### config.mk
export PLATFORM = sky130hd
export DESIGN_NAME = regfile_mp_flat
export DESIGN_NICKNAME = d
export VERILOG_FILES = /design/src/rtl/regfile_mp_if.sv /design/src/rtl/regfile_mp.sv /design/src/flat_wrapper.sv
export SDC_FILE = /design/constraint.sdc
export NUM_CORES = 1
export LEC_CHECK = 0
export CORE_MARGIN = 2
export CORE_UTILIZATION = 64
export DETAILED_ROUTE_END_ITERATION = 7
export DONT_BUFFER_PORTS = 1
export GPL_ROUTABILITY_DRIVEN = 0
export PLACE_DENSITY = 0.87
export SLEW_MARGIN = 25
export SYNTH_ARGS = -nofsm -noshare
export SYNTH_HDL_FRONTEND = slang
export SYNTH_SLANG_ARGS = --single-unit
### constraint.sdc
create_clock -name clk -period 4.7 [get_ports clk]
set_input_delay 1.41 -clock clk [delete_from_list [all_inputs] [get_ports clk]]
set_output_delay 1.41 -clock clk [all_outputs]
set_load 0.05 [all_outputs]
### src/rtl/regfile_mp_if.sv
// Bus bundle for the multi-port register file with scoreboard.
// Master drives write/scoreboard/read addresses; slave returns read data.
interface regfile_mp_if #(
    parameter int WIDTH  = 32,
    parameter int DEPTH  = 32,
    parameter int NUM_RD = 2
);
    localparam int AW = $clog2(DEPTH);

    logic                    we;
    logic [AW-1:0]           wr_addr;
    logic [WIDTH-1:0]        wr_data;
    logic                    sb_set;
    logic [AW-1:0]           sb_addr;
    logic [NUM_RD*AW-1:0]    rd_addr;
    logic [NUM_RD*WIDTH-1:0] rd_data;
    logic [NUM_RD-1:0]       rd_busy;
    logic                    init_done;

    modport master (
        output we, wr_addr, wr_data,
        output sb_set, sb_addr, rd_addr,
        input  rd_data, rd_busy, init_done
    );

    modport slave (
        input  we, wr_addr, wr_data,
        input  sb_set, sb_addr, rd_addr,
        output rd_data, rd_busy, init_done
    );
endinterface

### src/rtl/regfile_mp.sv
// Multi-read-port register file with post-reset clear FSM and busy scoreboard.
// Optional macro REGFILE_MP_BYPASS_EN adds same-cycle write-through bypass.
module regfile_mp #(
    parameter int WIDTH  = 32,
    parameter int DEPTH  = 32,
    parameter int NUM_RD = 2
) (
    input  logic         clk,
    input  logic         rst_n,
    regfile_mp_if.slave  bus
);
    localparam int AW = $clog2(DEPTH);

    typedef enum logic {
        CLEAR,
        READY
    } state_e;

    state_e            state_q, state_d;
    logic [AW-1:0]     idx_q, idx_d;
    logic [WIDTH-1:0]  mem_q [DEPTH];
    logic [DEPTH-1:0]  busy_q, busy_d;
    logic              ready;

    logic [NUM_RD*WIDTH-1:0] rdata;
    logic [NUM_RD-1:0]       rbusy;
    logic [AW-1:0]           ra;

    assign ready         = (state_q == READY);
    assign bus.init_done = ready;
    assign bus.rd_data   = rdata;
    assign bus.rd_busy   = rbusy;

    // Clear sequencer: walk every index once, then stay in READY.
    always_comb begin
        state_d = state_q;
        idx_d   = idx_q;
        unique case (state_q)
            CLEAR: begin
                idx_d = idx_q + 1'b1;
                if (idx_q == AW'(DEPTH - 1))
                    state_d = READY;
            end
            READY: ;
            default: state_d = CLEAR;
        endcase
    end

    // FSM state and clear index registers.
    always_ff @(posedge clk or negedge rst_n) begin
        if (!rst_n) begin
            state_q <= CLEAR;
            idx_q   <= '0;
        end else begin
            state_q <= state_d;
            idx_q   <= idx_d;
        end
    end

    // Storage has no reset; the clear sequence zeroes it after reset.
    always_ff @(posedge clk) begin
        if (!ready)
            mem_q[idx_q] <= '0;
        else if (bus.we && bus.wr_addr != '0)
            mem_q[bus.wr_addr] <= bus.wr_data;
    end

    // Scoreboard next state: write clears, set wins, r0 never busy.
    always_comb begin
        busy_d = busy_q;
        if (ready) begin
            if (bus.we)
                busy_d[bus.wr_addr] = 1'b0;
            if (bus.sb_set)
                busy_d[bus.sb_addr] = 1'b1;
        end
        busy_d[0] = 1'b0;
    end

    // Scoreboard register.
    always_ff @(posedge clk or negedge rst_n) begin
        if (!rst_n)
            busy_q <= '0;
        else
            busy_q <= busy_d;
    end

    // Combinational read ports; everything reads zero until READY.
    always_comb begin
        rdata = '0;
        rbusy = '0;
        ra    = '0;
        for (int i = 0; i < NUM_RD; i++) begin
            ra = bus.rd_addr[i*AW +: AW];
            if (ready) begin
                if (ra != '0)
                    rdata[i*WIDTH +: WIDTH] = mem_q[ra];
                rbusy[i] = busy_q[ra];
`ifdef REGFILE_MP_BYPASS_EN
                if (bus.we && bus.wr_addr != '0 && ra == bus.wr_addr) begin
                    rdata[i*WIDTH +: WIDTH] = bus.wr_data;
                    rbusy[i] = bus.sb_set && (bus.sb_addr == ra);
                end
`else
                rbusy[i] = busy_q[ra];
`endif
            end
        end
    end
endmodule

### src/flat_wrapper.sv
// flat-port wrapper written by rule: the top's interface ports become plain ports
module regfile_mp_flat 
#(
    parameter int WIDTH  = 32,
    parameter int DEPTH  = 32,
    parameter int NUM_RD = 2
)
  (clk, rst_n, bus_we, bus_wr_addr, bus_wr_data, bus_sb_set, bus_sb_addr, bus_rd_addr, bus_rd_data, bus_rd_busy, bus_init_done);
  regfile_mp_if #(.WIDTH(WIDTH), .DEPTH(DEPTH), .NUM_RD(NUM_RD)) bus_i ();
  input  logic clk;
  input  logic rst_n;
  input wire logic [$bits(bus_i.we)-1:0] bus_we;
  input wire logic [$bits(bus_i.wr_addr)-1:0] bus_wr_addr;
  input wire logic [$bits(bus_i.wr_data)-1:0] bus_wr_data;
  input wire logic [$bits(bus_i.sb_set)-1:0] bus_sb_set;
  input wire logic [$bits(bus_i.sb_addr)-1:0] bus_sb_addr;
  input wire logic [$bits(bus_i.rd_addr)-1:0] bus_rd_addr;
  output wire logic [$bits(bus_i.rd_data)-1:0] bus_rd_data;
  output wire logic [$bits(bus_i.rd_busy)-1:0] bus_rd_busy;
  output wire logic [$bits(bus_i.init_done)-1:0] bus_init_done;
  assign bus_i.we = bus_we;
  assign bus_i.wr_addr = bus_wr_addr;
  assign bus_i.wr_data = bus_wr_data;
  assign bus_i.sb_set = bus_sb_set;
  assign bus_i.sb_addr = bus_sb_addr;
  assign bus_i.rd_addr = bus_rd_addr;
  assign bus_rd_data = bus_i.rd_data;
  assign bus_rd_busy = bus_i.rd_busy;
  assign bus_init_done = bus_i.init_done;
  regfile_mp #(.WIDTH(WIDTH), .DEPTH(DEPTH), .NUM_RD(NUM_RD)) u_core (.clk(clk), .rst_n(rst_n), .bus(bus_i));
endmodule
# Yosys cells after proc, flatten, opt, wreduce, memory -nomap -nowiden
# Memories as Yosys holds them, arrays and structs flattened.
# Cells that the tools add are included.
[totals]
regBits = 37
mem_bits_rw = 1024
inputBits = 56
out_inout_bits = 67
word_cells = 48
memories = 1
[classes]
addsub = 1
order_cmp = 6
eq_ne = 1
muxes = 26
bitwise_logic = 3
n_reduce_logical = 7
[memory_table]
columns = ["memory", "depth", "width", "rd", "rd_clocked_by_memory_dff", "wr", "line_no", "rtl"]
rows = [
  ["u_core.mem_q", 32, 32, 2, 0, 1, "regfile_mp.sv:21", "logic [WIDTH-1:0] mem_q [DEPTH];"],
]
[ops]
columns = ["cell", "n"]
rows = [
  ["32-bit two-way mux", 8],
  ["32-bit AND", 1],
  ["32-bit NOT", 1],
  ["32-bit bitwise OR", 1],
  ["32-bit OR reduction", 1],
  ["5-bit by 6-bit less-than comparator with 1-bit output, second input constant", 4],
  ["5-bit nonzero test", 3],
  ["1-bit two-way mux", 13],
  ["1-bit binary-select mux with 5-bit select", 2],
  ["1-bit demux with 5-bit select", 2],
  ["5-bit by 1-bit greater-or-equal comparator with 1-bit output, second input constant", 2],
  ["5-bit by 1-bit adder with 5-bit output, second input constant", 1],
  ["5-bit equality test, second input constant", 1],
  ["5-bit two-way mux", 1],
  ["1-bit logical AND", 3],
]

# Logic depth before layout (Yosys ltp)
# Gate-level depths: netlist of the first run.
[logic_depth]
depth_word = 10
mapped_depth = 8
ltp_nobuf = 4

# Least setup slack after synthesis of the first run
# No wires, ideal clock.
[synth_timing]
path_type = "input to output"
from = "in bus_rd_addr[2]"
to = "out bus_rd_data[13]"
arrival_time_ns = 3.361
required_time_ns = 3.290
path_slack_ns = -0.071
path_stages = 6
n_path_buf = 4
cell_sequence = "buf_2 > buf_2 > buf_2 > nand3_1 > clkbuf_1 > o221ai_1"
[synth_via]
elab_chain_len = 3
word_cells_on_any_way = 4
cone_classes = "mux (2); reduce/logical (1); memory (1)"
[synth_lines]
columns = ["item", "line_no", "rtl"]
rows = [
  ["start: declaration", "flat_wrapper.sv:17", "input wire logic [$bits(bus_i.rd_addr)-1:0] bus_rd_addr;"],
  ["memory read 32 x 32 bit / 5-bit nonzero test (equally long branches)", "--", ""],
  ["32-bit two-way mux *", "regfile_mp.sv:96", "if (ra != '0)"],
  ["32-bit two-way mux *", "regfile_mp.sv:95", "if (ready) begin"],
  ["end: declaration", "flat_wrapper.sv:18", "output wire logic [$bits(bus_i.rd_data)-1:0] bus_rd_data;"],
]
# Every way passes the cells marked *; elsewhere a longest branch is shown, timed or not.

# Worst setup path in the final report of the first run
[layout_timing]
from = "in bus_rd_addr[5]"
to = "out bus_rd_data[47]"
# Same word-level chain as after synthesis.

==> out/qor.csv, run 1 <==
stage;metric;value;unit
yosys;synthCells;2422;
drt;drt-initial-drc-count;4911;
yosys;synth-edff-count;1024;
timing;setup_ws;-267;ps
setup_path;startpoint_type;input port;
setup_path;required;3290;ps
final_layout;drive_gt1_share;36.2;%
timing;min_period_over_period;106;%
timing;worst_pin_slew;1050;ps
global_routing;grt_overflow;0;
clock_tree;clockRootBuffer;clkbuf_16;
final_layout;layoutNonFillerInstCount;3622;
clock_tree;clkSinkCount;1061;
setup_path;crit_arrival;3560;ps
clock_tree;tritoncts;yes;
yosys;syn_nets;2480;
flow_run;maxCapViolations;0;
timing;drv_slew;0;
placed_design;numPlacedInstances;3424;
drt;vias;29111;
clock_tree;cts_buffers;104;
yosys;postSynthAreaPerCell;20.5;um^2
yosys;ys.flop_type;edfxtp_1;
yosys;synth_area_leaders;edfxtp_1, mux4_2, mux2i_1, dfrtp_1, o221ai_1;
die;ios;123;
global_routing;antenna_found_initial;7;
final_layout;area_growth;12.3;%
setup_path;worstSetupEndpointType;primary output;
placed_design;dp_hpwl;74100;um
timing;hold_viol_final;0;
global_routing;grt_max_degree;267;
drt;dr_wl_met3;20400;um
drt;wl_met2;69400;um
drt;routedLengthMet1;43900;um
placed_design;post-place-ws;309;ps
clock_tree;h-tree-depth;3;
placed_design;post_dp_cell_area;0.0523;mm^2
die;initial_core_util;64.3;%
clock_tree;cts_hold_buf;0;
timing;skew;38.4;ps
final_layout;seqCellArea;0.0317;mm^2
final_layout;design_area;0.0557;mm^2
final_layout;fillerInstances;4131;
setup_path;path_class;in2out;
timing;slew_headroom;30.3;%
clock_tree;cts_resized;0;
run_status;violations;negative setup slack;
drt;dr.pass1.iters;6;
setup_path;crit_fanout;266;
die;rows;102;
yosys;yosysSeqAreaShare;63.9;%
clock_tree;post-cts-setup-buffer-count;0;
timing;setup_violations;24;
pwr;power.total;20.3;mW
clock_tree;clock_path_buffers;3;
yosys;synth_top_area_share;62.1;%
clock_tree;clkSlewWorstSetupHoldPaths;60;ps
run_status;status;finished with violations;
setup_path;r2r_cells;5;
timing;tns;-2170;ps
timing;fmax;201;MHz
die;die_area;0.0797;mm^2
drt;top_layer_used;met5;
yosys;synth-seq-cells;1061;
die;dieWidth;282;um
timing;period_needed;4970;ps
yosys;synth_area;0.0496;mm^2
pwr;p_per_area;366;mW/mm^2
drt;wl_per_cell;39.6;um
die;core_area;0.0771;mm^2
final_layout;multi_input_comb_area;0.0175;mm^2
hold_path;hp-class;in2async;
global_routing;grt_pass1_vias;30213;
pwr;leakage;19.4;nW
yosys;yosysTopAreaCell;edfxtp_1;
die;fp.dieH;282;um
clock_tree;clk_latency;700;ps
yosys;ys_async_sr_fraction;3.49;%
drt;remaining_drc_errors;0;
global_routing;grtUsageTotal;37.0;%
drt;drt-total-wl;144000;um
yosys;synth_cell_types;49;
drt;final_antenna_net_count;0;
final_layout;nNetsFinal;2548;
placed_design;io_buffers;0;
global_routing;grt_pass1_wl;207000;um
pwr;ir_drop;0.000333;V
yosys;ys.warnings.count;0;
drt;vias_per_cell;8.04;
==> per-layer routing <==
layer | vias up | global-route usage, %
met5 | - | 0
met4 | 2 | 21.7
met3 | 674 | 11.0
met2 | 2738 | 58.5
met1 | 14987 | 46.0
li1 | 10710 | -
==> flip-flops by register name, indices dropped and copies added, names as in the netlist <==
signal / cells
u_core.busy_q: 31
u_core.mem_q: 1024
u_core.bus.init_done: 1
u_core.idx_q: 5
==> final cells by class <==
cell class / count / share of cell area, %
Tap cell: 1040 / 2.34
Inverter: 4 / 0.0360
Antenna cell: 9 / 0.0405
Sequential cell: 1061 / 56.9
Clock buffer: 123 / 4.88
Multi-Input combinational cell: 1168 / 31.4
Clock inverter: 66 / 1.11
Timing Repair Buffer: 151 / 3.24
==> synth_stat cells, types with 12 or more instances <==
| cell type | number |
|---|---|
| mux2i_1 | 253 |
| buf_4 | 12 |
| o21ai_0 | 64 |
| nor2_1 | 43 |
| mux4_2 | 527 |
| dfrtp_1 | 37 |
| edfxtp_1 | 1024 |
| and2_1 | 34 |
| o221ai_1 | 56 |
| clkbuf_1 | 83 |
| buf_2 | 68 |
| o22a_1 | 56 |
| nand2_1 | 33 |
| mux2_2 | 14 |
| nand3b_1 | 13 |
| buf_1 | 24 |
==> power breakdown <==
part	leakage [nW]	internal, mW	switching, mW
sequential	11.1	10.4	0.0307
clock	1.62	4.68	3.65
combinational	6.65	0.718	0.836
==> stage by stage <==
| step | hold slack (ps) | util, % |
|---|---|---|
| detailed placement | 523 | 67.8 |
| floorplan | 482 | - |
| CTS | 415 | 72.1 |
| global route | 415 | 72.2 |
| global placement | 499 | 67.8 |
| finish | 427 | 72.2 |
==> kinds of logic after synthesis <==
kind of cell             synth area share (%)
flip-flops                               63.9
multiplexers                             29.4
AO/OA/AOI/OAI                            3.14
buffers and inverters                    1.75
AND/OR/NAND/NOR                          1.70
XOR/XNOR                               0.0530
adder cells (fa/ha/maj)                0.0505
==> path summary, 6_finish.rpt <==
kind,to,slack [ps],startpoint
min reg2reg,u_core.busy_q[17],540,u_core.busy_q[17]
max reg2reg,u_core.mem_q[2][19],1050,u_core.bus.init_done
max in group asynchronous,u_core.idx_q[2],4180,rst_n
max,bus_rd_data[47],-270,bus_rd_addr[5]
min,u_core.busy_q[25],430,rst_n
min in group clk,u_core.busy_q[17],540,u_core.busy_q[17]
==> placed cells by master (no fill, tap or decap), types with 5 or more instances in the layout <==
master and n:
edfxtp_1 1024, mux4_2 527, mux2i_1 253, clkbuf_16 106, buf_4 97, o21ai_0 64, o22a_1 56, buf_12 53
dfrtp_1 37, nor2_4 32, nand2_1 30, o221ai_1 29, o221ai_2 27, clkinv_1 27, and2_2 19, clkbuf_1 17
clkinv_2 17, and2_1 15, mux2_2 14, nand3b_1 13, nor2_1 11, bufinv_16 10, diode_2 9, o22ai_1 9
nand3_1 8, clkinvlp_4 7, a221o_1 6, or3b_2 5
==> worst max-delay path, stage by stage <==
cell,delay (ps)
mux4_2,770
mux2i_1,270
o22a_1,280
o221ai_2,200
buf_12,200
(Power assumes the default switching activity.)
==> run 2, diff against run 1 <==
--- a/config.mk
+++ b/config.mk
@@ -6,11 +6,11 @@
 export NUM_CORES = 1
 export LEC_CHECK = 0
 export CORE_MARGIN = 2
-export CORE_UTILIZATION = 64
+export CORE_UTILIZATION = 58
 export DETAILED_ROUTE_END_ITERATION = 7
 export DONT_BUFFER_PORTS = 1
 export GPL_ROUTABILITY_DRIVEN = 0
-export PLACE_DENSITY = 0.87
+export PLACE_DENSITY = 0.83
 export SLEW_MARGIN = 25
 export SYNTH_ARGS = -nofsm -noshare
 export SYNTH_HDL_FRONTEND = slang
==> constraint.sdc (replaced) <==
create_clock -name clk -period 4.2 [get_ports clk]
set_input_delay 1.26 -clock clk [delete_from_list [all_inputs] [get_ports clk]]
set_output_delay 1.26 -clock clk [all_outputs]
set_load 0.05 [all_outputs]
==> run 2 against run 1 <==
Final cell count rose by 2.8%. First-iteration DRC count fell by 7.9%. Clock power rose by 14%. Sequential share of layout area fell by 0.93 points. Non-clock buffer count rose by 5. The flow still finishes with violations (negative setup slack). Count of clock-buffer cells in the layout rose by 15. Highest routed layer is now met4. Worst hold slack got worse by 150 ps. Register-to-register slack got worse by 200 ps. Design area rose by 1.7%. Total power rose by 13%. Critical path type unchanged. Clock skew fell by 3.2 ps.
==> out/qor.csv, run 2 (synthesized netlist as in run 1, its figures left out) <==
stage;metric;value;unit;change
run_status;status;finished with violations;;
run_status;violations;negative setup slack;;
clock_tree;cts_hold_buf;0;;unchanged
die;core_area;0.0849;mm^2;+10%
clock_tree;cts_buffers;104;;unchanged
setup_path;critPathSlowestCell;mux4_2;;
pwr;ir_drop;0.000352;V;+5.9%
setup_path;cp_num_buf_inv;1;;unchanged
global_routing;grt_pass1_vias;29504;;-2.3%
die;initial_core_util;58.4;%;-5.9 points
die;ios;123;;unchanged
final_layout;antenna_cells;0;;-9
setup_path;path_class;in2out;;
final_layout;largest_reg_flops;1024;;unchanged
setup_path;crit_fanout;266;;unchanged
clock_tree;h-tree-depth;3;;unchanged
hold_path;hp-class;in2async;;
drt;vias;28771;;-1.2%
timing;slew_headroom;33.1;%;+2.8 points
timing;skew;35.2;ps;-3.18 ps
timing;fmax;225;MHz;
setup_path;worstSetupEndpointType;primary output;;
final_layout;area_growth;14.2;%;
global_routing;grt_max_degree;267;;unchanged
timing;drv_slew;0;;unchanged
final_layout;design_area;0.0566;mm^2;+1.7%
setup_path;r2r_slack;850;ps;-200 ps
clock_tree;tritoncts;yes;;
drt;remaining_drc_errors;0;;unchanged
clock_tree;clkSinkCount;1061;;unchanged
setup_path;crit_arrival;3190;ps;-370 ps
clock_tree;clock_path_buffers;3;;unchanged
final_layout;nNetsFinal;2553;;+0.20%
timing;setup_violations;43;;+79%
placed_design;post-place-ws;70.0;ps;-239 ps
timing;period_needed;4450;ps;
drt;final_antenna_net_count;0;;unchanged
setup_path;path_delay_family;multiplexers;;
placed_design;post_dp_cell_area;0.0530;mm^2;+1.4%
final_layout;fillerInstances;5145;;+25%
clock_tree;clockRootBuffer;clkbuf_16;;
timing;setup_ws;-251;ps;+15.8 ps
die;dieWidth;296;um;+5.0%
timing;holdWs;281;ps;-146 ps
placed_design;io_buffers;0;;unchanged
die;rows;107;;+4.9%
clock_tree;clk_latency;690;ps;about the same
timing;worst_pin_slew;1000;ps;-41.5 ps
global_routing;grtUsageTotal;32.7;%;-4.3 points
final_layout;drive_gt1_share;37.2;%;+0.98 points
timing;hold_viol_final;0;;unchanged
final_layout;top_regs;u_core.mem_q: 1024 flops, u_core.busy_q: 31 flops, u_core.idx_q: 5 flops;;
setup_path;timing.rr.start;u_core.bus.init_done;;
timing;rsz0062_at_grt;yes;;
pwr;power.total;23.1;mW;+13%
setup_path;r2r_cells;5;;unchanged
pwr;leakage;19.6;nW;+0.89%
final_layout;layout_common_cells;edfxtp_1, mux4_2, mux2i_1, clkbuf_16, buf_12;;
setup_path;slowest_delay;750;ps;-20 ps
die;die_area;0.0878;mm^2;+10%
die;fp.dieH;296;um;+5.0%
setup_path;path_cells;mux4_2 > mux2i_2 > o22a_1 > o221ai_2 > buf_12;;
global_routing;grt_pass1_wl;203000;um;-1.7%
clock_tree;clkSlewWorstSetupHoldPaths;70;ps;about the same
placed_design;dp_hpwl;74100;um;about the same
drt;drt-total-wl;141000;um;-2.0%
timing;min_period_over_period;106;%;
pwr;p_per_area;408;mW/mm^2;+12%
final_layout;top_register;u_core.mem_q;;
global_routing;grt_overflow;0;;unchanged
global_routing;antenna_found_initial;0;;-7
setup_path;required;2940;ps;-350 ps
setup_path;r2r-end;u_core.mem_q[27][13];;
setup_path;startpoint_type;input port;;
drt;vias_per_cell;7.73;;-3.8%
flow_run;maxCapViolations;0;;unchanged
drt;drt-initial-drc-count;4521;;-7.9%
final_layout;final_common_cell;edfxtp_1;;
drt;dr.pass1.iters;5;;-1
drt;wl_per_cell;37.8;um;-4.6%
==> run 2: worst register-to-register path: cells and delay by family, from the launching register on <==
| family | cells | cell delay (ps) |
|---|---|---|
| buffers and inverters | 2 | 720 |
| AO/OA/AOI/OAI | 1 | 590 |
| AND/OR/NAND/NOR | 2 | 1200 |
| flip-flops | 1 | 530 |
==> run 2: how the worst max path moves through the flow <==
stage                               from         endpoint  slack (ps)  depth (start not counted)
after floorplan           bus_rd_addr[2]  bus_rd_data[13]        -270                          6
after global placement    bus_rd_addr[0]  bus_rd_data[17]          50                          5
after detailed placement  bus_rd_addr[4]   bus_rd_data[8]          70                          6
after CTS                 bus_rd_addr[4]   bus_rd_data[8]          40                          6
after global routing      bus_rd_addr[0]  bus_rd_data[28]         -30                          5
final                     bus_rd_addr[5]  bus_rd_data[35]        -250                          5
==> run 2: routing by layer <==
metal,track usage (%),part of all wire (%)
met5,0,0
met4,16.4,5.5
met3,6.40,12
met2,52.1,49
met1,43.9,33
==> run 2: area by class of cell <==
| class | count | area [um^2] | area share [%] |
|---|---|---|---|
| flip-flops and latches | 1061 | 31700 | 56.0 |
| well taps | 1144 | 1430 | 2.53 |
| clock inverters | 51 | 642 | 1.13 |
| multi-input cells | 1168 | 17700 | 31.3 |
| repair buffers | 156 | 2290 | 4.05 |
| inverters | 4 | 20.0 | 0.0354 |
| clock buffers | 138 | 2780 | 4.92 |
==> run 2: timing repair <==
item	4_1_cts	5_1_grt
setup endpoints to repair	0	33
gates resized for setup	0	30
setup buffers	0	0
==> run 2: where the power goes <==
group	leakage, nW	switching, mW	internal [mW]
combinational	6.79	0.956	0.873
sequential	11.1	0.0357	11.7
clock	1.65	4.02	5.51
==> run 2: stage by stage <==
step,util (%),cells,TNS (ps)
6_report,66.7,3722,-6170
5_1_grt,66.7,3722,-183
4_1_cts,66.4,3721,0
3_5_place_dp,62.4,3532,0
3_3_place_gp,62.4,3532,0
2_1_floorplan,-,2422,-3640
